## config.mk

```make
export PLATFORM = sky130hd
export DESIGN_NAME = bus_drvr_endpoint
export DESIGN_NICKNAME = d
export VERILOG_FILES = /design/src/rtl/bus_drvr_endpoint.sv
export SDC_FILE = /design/constraint.sdc
export NUM_CORES = 1
export LEC_CHECK = 0
export ABC_AREA = 1
export BUFFER_PORTS_ARGS = -buffer_cell sky130_fd_sc_hd__buf_4
export CORE_MARGIN = 2
export CORE_UTILIZATION = 28
export DETAILED_ROUTE_END_ITERATION = 8
export REMOVE_ABC_BUFFERS = 1
export SYNTH_ARGS = -nofsm -noshare
export SYNTH_HDL_FRONTEND = slang
export SYNTH_SLANG_ARGS = --single-unit
```

## constraint.sdc

```tcl
create_clock -name clock -period 5.1 [get_ports clock]
set_input_delay 0.765 -clock clock [delete_from_list [all_inputs] [get_ports clock]]
set_output_delay 0.765 -clock clock [all_outputs]
set_load 0.01 [all_outputs]
```

## src/rtl/bus_drvr_endpoint.sv

```systemverilog
// Bus terminal endpoint: host-fed TX FIFO presented to the bus as pndng/D_pop,
// and an RX FIFO filled by bus push strobes and drained through a valid/ready port.
module bus_drvr_endpoint #(
    parameter int bits  = 16,
    parameter int depth = 8
) (
    input  logic                    clock,
    input  logic                    reset,
    input  logic                    in_valid,
    input  logic [bits-1:0]         in_data,
    output logic                    in_ready,
    output logic                    pndng,
    output logic [bits-1:0]         D_pop,
    input  logic                    pop,
    input  logic                    push,
    input  logic [bits-1:0]         D_push,
    output logic                    out_valid,
    output logic [bits-1:0]         out_data,
    input  logic                    out_ready,
    output logic [$clog2(depth):0]  tx_count,
    output logic [$clog2(depth):0]  rx_count,
    output logic                    ovf,
    output logic                    udf
);

    localparam int AW = $clog2(depth);
    localparam int CW = AW + 1;
    localparam logic [CW-1:0] FULL = CW'(depth);

    logic [bits-1:0] tx_mem [depth];
    logic [bits-1:0] rx_mem [depth];

    logic [AW-1:0] tx_wr, tx_rd;
    logic [AW-1:0] rx_wr, rx_rd;

    logic tx_wr_en, tx_rd_en;
    logic rx_wr_en, rx_rd_en;

    // Status flags come only from registered counts, so no strobe reaches an output.
    assign in_ready  = (tx_count != FULL);
    assign pndng     = (tx_count != '0);
    assign out_valid = (rx_count != '0);

    // Empty FIFOs present zero so outputs stay defined before the arrays are written.
    assign D_pop    = pndng     ? tx_mem[tx_rd] : '0;
    assign out_data = out_valid ? rx_mem[rx_rd] : '0;

    assign tx_wr_en = in_valid & in_ready;
    assign tx_rd_en = pop & pndng;
    assign rx_rd_en = out_valid & out_ready;
    // A full RX FIFO still accepts a push when the host frees the head slot in the same cycle.
    assign rx_wr_en = push & ((rx_count != FULL) | rx_rd_en);

    always_ff @(posedge clock) begin
        if (reset) begin
            tx_wr    <= '0;
            tx_rd    <= '0;
            tx_count <= '0;
            udf      <= 1'b0;
        end else begin
            if (tx_wr_en) begin
                tx_wr <= tx_wr + AW'(1);
            end
            if (tx_rd_en) begin
                tx_rd <= tx_rd + AW'(1);
            end
            case ({tx_wr_en, tx_rd_en})
                2'b10:   tx_count <= tx_count + CW'(1);
                2'b01:   tx_count <= tx_count - CW'(1);
                default: tx_count <= tx_count;
            endcase
            if (pop && !pndng) begin
                udf <= 1'b1;
            end
        end
    end

    always_ff @(posedge clock) begin
        if (reset) begin
            rx_wr    <= '0;
            rx_rd    <= '0;
            rx_count <= '0;
            ovf      <= 1'b0;
        end else begin
            if (rx_wr_en) begin
                rx_wr <= rx_wr + AW'(1);
            end
            if (rx_rd_en) begin
                rx_rd <= rx_rd + AW'(1);
            end
            case ({rx_wr_en, rx_rd_en})
                2'b10:   rx_count <= rx_count + CW'(1);
                2'b01:   rx_count <= rx_count - CW'(1);
                default: rx_count <= rx_count;
            endcase
            if (push && !rx_wr_en) begin
                ovf <= 1'b1;
            end
        end
    end

    // Storage carries no reset; occupancy alone decides which entries are live.
    always_ff @(posedge clock) begin
        if (tx_wr_en && !reset) begin
            tx_mem[tx_wr] <= in_data;
        end
    end

    always_ff @(posedge clock) begin
        if (rx_wr_en && !reset) begin
            rx_mem[rx_wr] <= D_push;
        end
    end

endmodule

```

==> metrics, run 1 <==
startpoint of the lowest-slack hold path=reset; Routed met2 length=around 13 mm; slew at the pin closest to its max-slew limit=about 1100 ps; Power Internal=~4.6 mW; cell area after synthesis=approximately 11,000 um2; count of input and output buffers=just over 80; routed wire length per instance=between 15 and 20 um; router iterations before antenna repair=4; Vias per Instance=roughly 4.6; wirelength, routed=25.58 mm; Std-Cell Rows=74; die extent in y=around 210 um; clock buffer count from CTS=30; proportion of synthesized chip area in sequential cells=72.11%; finished layout cell area=between 10,000 and 15,000 um2; number of vias in the routed layout=7,332; Critical R2R Capture=rx_count[3]; detailed-routing wirelength on met1=around 11 mm; Post-CTS Hold Buffers=0; fraction of post-synthesis cell area in the top cell type by area=67.21%; cell count of the worst hold path=2; main area contributors after synthesis=sky130_fd_sc_hd__edfxtp_1 67%, sky130_fd_sc_hd__nor2_1 8.5%, sky130_fd_sc_hd__dfxtp_1 4.9%, sky130_fd_sc_hd__o21ai_1 3.2%, sky130_fd_sc_hd__o21ai_0 3.0%; number of hold violations in the final report=0; die width=206.1 um; proportion of power drawn by combinational gates=26.8%; post-synthesis average cell area=roughly 12 um2; fraction of the cycle the final worst path needs=between 70% and 80%; count of cells along the worst register-to-register path=11; Longest Clk Path Bufs=3; total area of multi-input combinational cells=about 2800 um2; sequential fraction of design power=just over 40%; share of cells above drive strength 1=roughly 16%; final clock skew=21.02 ps; relative slew slack=~26%; clock slew at reported path FFs=~60 ps; Design Power=6.685 mW; final routed DRC violation total=0; number of flip-flops and latches in the synthesized netlist=around 280; Post-CTS Setup Repair Bufs=0; largest net degree at the start of global routing=66; layout-stage area growth over the synthesis result=19.05%; post-cts repair resize count=0; number of filler instances in the final layout=roughly 4,000; crit path time final=3630 ps; Clk network pwr share=between 30% and 40%; Final setup violation count=0; data required time of the worst path=roughly 4300 ps; later-pin clock latency in the skew report=560 ps; count of distinct cell types in the synthesized netlist=29; vias in the first global route=approximately 6,900; Sum Neg Setup Slack=0 ps; data arrival time at the worst-slack endpoint=2870 ps; cell area power density=491.0 nW/um2; largest voltage drop on the vdd net=about 0.28 mV; highest metal layer used by the detailed router=met4; Syn. warnings=0; top-level I/O count=between 80 and 90; category of the critical setup timing path=reg -> out; number of design-rule violations left by the first detailed-router iteration=between 400 and 500; leakage power figure=4.820 nW; global placement routability congestion=around 0.74; initial cell density of the core=between 20% and 30%; number of antenna diodes=0; CP Max Fanout=65; Synth Instances=950; number of nets in the layout=between 1,000 and 1,500; cell area after placement=roughly 13,000 um2; cell at the root of the clock tree=sky130_fd_sc_hd__clkbuf_16; post-route antenna net violation count=0; kind of path behind the tightest hold check=in -> reg; wire length of the first global-routing pass=a little under 40 mm; number of max-capacitance violations reported=0; switching power=2.089 mW; end point of the worst hold path=ovf; initial antenna violation count=0; Net Sw Frac=31.24%; gr usage total=between 10% and 20%; Peak Freq=0.2755 GHz; total area of sequential cells=between 8000 and 9000 um2; cell taking the most area after synthesis=sky130_fd_sc_hd__edfxtp_1; TritonCTS clock tree=done; Die ar.=42,480 um2; Critical Path Start Type=flop; RR Startpoint=rx_count[0]; Clock Sinks=284; sum of net half-perimeters after detailed placement=~14 mm; reg-to-reg slack, setup=approximately 2300 ps; status=finished clean; H-tree depth=1; core footprint=between 40,000 and 50,000 um2; final-report max-slew violation count=0; total grt overflow=0; nature of the critical path endpoint=output pin; unrepaired setup endpoints after global routing=no; met3 layer wire length in the routed design=1.204 mm
critical path, cell delays in order, from the launching register on:
cell,delay [ps]
sky130_fd_sc_hd__dfxtp_2,310
sky130_fd_sc_hd__buf_4,320
sky130_fd_sc_hd__inv_2,880
sky130_fd_sc_hd__nor2_1,80
sky130_fd_sc_hd__o211ai_1,230
sky130_fd_sc_hd__nand2_1,70
sky130_fd_sc_hd__nor2_1,230
sky130_fd_sc_hd__buf_4,170
layout by cell type, fill, tap and decap left out, drive strengths merged:
| cell type | n |
|---|---|
| o22ai | 32 |
| fa | 1 |
| o211ai | 32 |
| a21boi | 1 |
| clkinv | 16 |
| buf | 104 |
| a21o | 1 |
| xor2 | 3 |
| dfxtp | 28 |
| bufinv | 4 |
| nor2 | 261 |
| nand3 | 14 |
| nand2 | 66 |
| a21oi | 17 |
| clkbuf | 34 |
| o21ai | 141 |
| ha | 9 |
| nor3 | 5 |
| o21a | 1 |
| edfxtp | 256 |
| xnor2 | 2 |
| inv | 33 |
sequential cells by signal, indices dropped and copies added (netlist names), named ones only:
register,cells
tx_rd,3
tx_wr,3
rx_wr,3
tx_count,4
rx_rd,3
udf,1
rx_mem,128
rx_count,4
ovf,1
tx_mem,128
per-layer routing:
layer  global-route usage [%]  up-vias
met5                        0        -
met4                    3.112        0
met3                    2.160       35
met2                    20.78      165
met1                    15.12     3567
li1                         -     3565
how the worst max path moves through the flow:
stage / from / endpoint / slack, ps / cells past startpoint
after global placement: flop / out_data[9] / 2040 / 7
after detailed placement: flop / out_data[9] / 2010 / 7
final: flop / out_data[14] / 1470 / 7
after global routing: flop / out_data[10] / 1160 / 7
after CTS: flop / out_data[0] / 1410 / 7
after floorplan: flop / out_data[0] / 1870 / 5
layout make-up:
| cell class | instances | area share (%) |
|---|---|---|
| flip-flops and latches | 284 | 60.60 |
| clock buffers | 34 | 5.780 |
| clock inverters | 22 | 1.590 |
| repair buffers | 104 | 5.734 |
| multi-input cells | 586 | 20.56 |
| well taps | 532 | 4.889 |
| inverters | 31 | 0.8546 |
Yosys cell counts:
master                     count
sky130_fd_sc_hd__a21boi_2      1
sky130_fd_sc_hd__a21o_1        1
sky130_fd_sc_hd__a21oi_1      17
sky130_fd_sc_hd__buf_1         1
sky130_fd_sc_hd__buf_2        13
sky130_fd_sc_hd__buf_4        15
sky130_fd_sc_hd__buf_6         5
sky130_fd_sc_hd__clkbuf_1     15
sky130_fd_sc_hd__dfxtp_1      28
sky130_fd_sc_hd__edfxtp_1    256
sky130_fd_sc_hd__fa_1          1
sky130_fd_sc_hd__ha_1          9
sky130_fd_sc_hd__inv_1        25
sky130_fd_sc_hd__inv_2         6
sky130_fd_sc_hd__nand2_1      63
sky130_fd_sc_hd__nand2_2       3
sky130_fd_sc_hd__nand3_1      14
sky130_fd_sc_hd__nor2_1      259
sky130_fd_sc_hd__nor2_2        1
sky130_fd_sc_hd__nor2_4        1
sky130_fd_sc_hd__nor3_1        4
sky130_fd_sc_hd__nor3_2        1
sky130_fd_sc_hd__o211ai_1     32
sky130_fd_sc_hd__o21a_1        1
sky130_fd_sc_hd__o21ai_0      68
sky130_fd_sc_hd__o21ai_1      73
sky130_fd_sc_hd__o22ai_1      32
sky130_fd_sc_hd__xnor2_1       2
sky130_fd_sc_hd__xor2_1        3
cells by family (layout without fill, tap and decap cells):
| group | after synthesis | count (layout) | share of synthesized area (%) |
|---|---|---|---|
| buf+inv | 80 | 191 | 3.588 |
| flops | 284 | 284 | 72.11 |
| fa+ha+maj | 10 | 10 | 1.160 |
| simple gates | 346 | 346 | 11.76 |
| compound gates | 225 | 225 | 10.99 |
| xor+xnor | 5 | 5 | 0.3830 |
stage by stage:
step                      setup WS (ps)  utilization [%]  cells  hold slack, ps
after floorplan                    1870                -    901           433.4
after global placement             2043            31.10   1537           448.6
after detailed placement           2013            31.10   1537           459.0
after CTS                          1408            33.57   1593           408.8
after global routing               1159            33.57   1593           420.0
final                              1470            33.57   1593           428.0
power groups by stage:
stage	Combinational (mW)	Sequential, mW	Clock (mW)
floorplan	0.937	2.84	0
global placement	1.79	2.74	0
detailed placement	1.82	2.75	0
CTS	1.83	2.70	2.26
global route	2.02	2.71	2.34
finish	1.79	2.70	2.19
Power figures use the tool's default switching activity.
==> inputs of run 2 (changes only) <==
clock period = 3.36 ns   (was 5.1 ns; I/O delays follow)
==> run 2 against run 1 <==
Effect of this change: register-to-register slack got worse by 1100 ps; worst hold slack got worse by 270 ps; utilization rose by 0.11 points; global-route usage rose by 0.18 points; sequential power rose by 53%; power rose by 51%; routed wire length rose by 0.34%; critical path type unchanged; critical path depth fell by 1; count of clock-buffer cells in the layout rose by 9; clock skew rose by 6.4 ps.
==> metrics, run 2 (synthesized netlist as in run 1, its figures left out) <==
Longest Clk Path Bufs=3 (unchanged); Die ar.=42,480 um2 (unchanged); die extent in y=206.1 um (unchanged); CP max stage cell=sky130_fd_sc_hd__dfxtp_1; total area of multi-input combinational cells=2799 um2 (unchanged); layout-stage area growth over the synthesis result=19.43%; Final setup violation count=0 (unchanged); Post-CTS Hold Buffers=0 (unchanged); number of nets in the layout=1,093 (+0.74%); kind of path behind the tightest hold check=in -> reg; number of design-rule violations left by the first detailed-router iteration=487 (+18%); TritonCTS clock tree=done; Clock Sinks=284 (unchanged); initial antenna violation count=0 (unchanged); clock buffer count from CTS=31 (+3.3%); Sum Neg Setup Slack=0 ps (unchanged); status=finished clean; count of input and output buffers=82 (unchanged); leading cell types in the layout, fill and taps excluded=259 x sky130_fd_sc_hd__nor2_1, 256 x sky130_fd_sc_hd__edfxtp_1, 111 x sky130_fd_sc_hd__buf_4, 73 x sky130_fd_sc_hd__o21ai_1, 68 x sky130_fd_sc_hd__o21ai_0; router iterations before antenna repair=5 (+1); Largest regs=rx_mem x128, tx_mem x128; Vias per Instance=4.610 (+0.17%); number of max-capacitance violations reported=0 (unchanged); wirelength, routed=25.67 mm (+0.34%); vias in the first global route=7,263 (+4.6%); post-cts repair resize count=0 (unchanged); cell area after placement=12,660 um2 (+0.42%); share of cells above drive strength 1=16.45% (+0.80 points); die width=206.1 um (unchanged); initial cell density of the core=28.20% (unchanged); category of the critical setup timing path=reg -> out; Worst path max stage delay=720 ps (-160 ps); wire length of the first global-routing pass=40.08 mm (+2.7%); number of vias in the routed layout=7,386 (+0.74%); most common cell after layout, fill and taps aside=sky130_fd_sc_hd__nor2_1; number of hold violations in the final report=0 (unchanged); final clock skew=27.43 ps (+6.407 ps); total grt overflow=0 (unchanged); data required time of the worst path=2860 ps (-1480 ps); total area of sequential cells=8250 um2 (unchanged); slew at the pin closest to its max-slew limit=779.8 ps (-334.5 ps); cell type with the highest occurrence count on the critical path=sky130_fd_sc_hd__buf_4; core footprint=40,550 um2 (unchanged); H-tree depth=1 (unchanged); top-level I/O count=83 (unchanged); post-route antenna net violation count=0 (unchanged); final routed DRC violation total=0 (unchanged); later-pin clock latency in the skew report=570 ps (about the same); Crit path buffers/inverters=2 (-1); nature of the critical path endpoint=output pin; leakage power figure=4.850 nW (+0.61%); Std-Cell Rows=74 (unchanged); number of filler instances in the final layout=4,041 (+0.80%); Peak Freq=0.3248 GHz; CP Max Fanout=30 (-54%); gr usage total=12.07% (+0.18 points); clock slew at reported path FFs=60 ps (about the same); unrepaired setup endpoints after global routing=no; global placement routability congestion=0.7791 (+5.7%); cells along the critical path=buf_4 -> o21ai_0 -> o211ai_1 -> nand2_1 -> nor2_1 -> buf_4; relative slew slack=47.94% (+22 points); crit path time final=3079 ps; finished layout cell area=13,660 um2 (+0.32%); sum of net half-perimeters after detailed placement=14.78 mm (+5.5%); final-report max-slew violation count=0 (unchanged); fraction of the cycle the final worst path needs=between 90% and 100%; delay-heaviest family, CP=flip-flops; largest net degree at the start of global routing=65 (-1.5%); number of antenna diodes=0 (unchanged); Critical Path Start Type=flop; routed wire length per instance=16.02 um (-0.23%); largest voltage drop on the vdd net=0.3869 mV (+38%); data arrival time at the worst-slack endpoint=2580 ps (-290 ps); cell at the root of the clock tree=sky130_fd_sc_hd__clkbuf_16; cell area power density=741.2 nW/um2 (+51%); Post-CTS Setup Repair Bufs=0 (unchanged)
## run 2: cell types whose count changed in the layout (fill, tap and decap cells not counted)
| cell | delta |
|---|---|
| sky130_fd_sc_hd__buf_4 | +7 |
| sky130_fd_sc_hd__bufinv_16 | -2 |
| sky130_fd_sc_hd__clkbuf_1 | +5 |
| sky130_fd_sc_hd__clkbuf_8 | +4 |
| sky130_fd_sc_hd__clkinv_1 | -6 |
| sky130_fd_sc_hd__clkinv_2 | +2 |
| sky130_fd_sc_hd__clkinv_4 | -3 |
| sky130_fd_sc_hd__clkinvlp_4 | +1 |
| sky130_fd_sc_hd__inv_6 | +1 |
## run 2: through the flow
step	power, mW	std cells	worst slack [ps]	util [%]	hold slack [ps]
2_1_floorplan	5.731	901	391.0	-	433.4
3_3_place_gp	6.916	1544	973.8	31.23	449.8
3_5_place_dp	6.953	1544	914.9	31.23	452.1
4_1_cts	10.24	1602	274.9	33.68	139.7
5_1_grt	10.70	1602	98.09	33.68	150.3
6_report	10.12	1602	280.9	33.68	157.3
## run 2: power by group
part | total [mW] | internal, mW | switching (mW)
Sequential | 4.13 | 4.00 | 0.130
Combinational | 2.71 | 1.01 | 1.70
Clock | 3.28 | 1.94 | 1.34
## run 2: area by class of cell
type | count | area share, %
Multi-Input combinational cell | 586 | 20.49
Inverter | 31 | 0.8519
Clock buffer | 43 | 6.302
Tap cell | 532 | 4.873
Timing Repair Buffer | 111 | 6.101
Sequential cell | 284 | 60.40
Clock inverter | 15 | 0.9801
## run 2: routing by layer
layer / part of all wire [%] / vias up / GRT usage [%]
met2: 50 / 172 / 21.60
li1: - / 3578 / -
met4: 2.3 / 0 / 3.418
met3: 5.0 / 43 / 2.129
met5: 0 / - / 0
met1: 43 / 3593 / 14.87
## run 2: path summary, 6_finish.rpt
kind,slack (ps),cells after the start,to,start
setup / recovery,280,6,out_data[13],flop
hold / removal,160,2,ovf,reset
setup reg to reg,1180,12,rx_count[3],rx_count[2]
hold reg to reg,450,2,tx_rd[2],tx_rd[2]
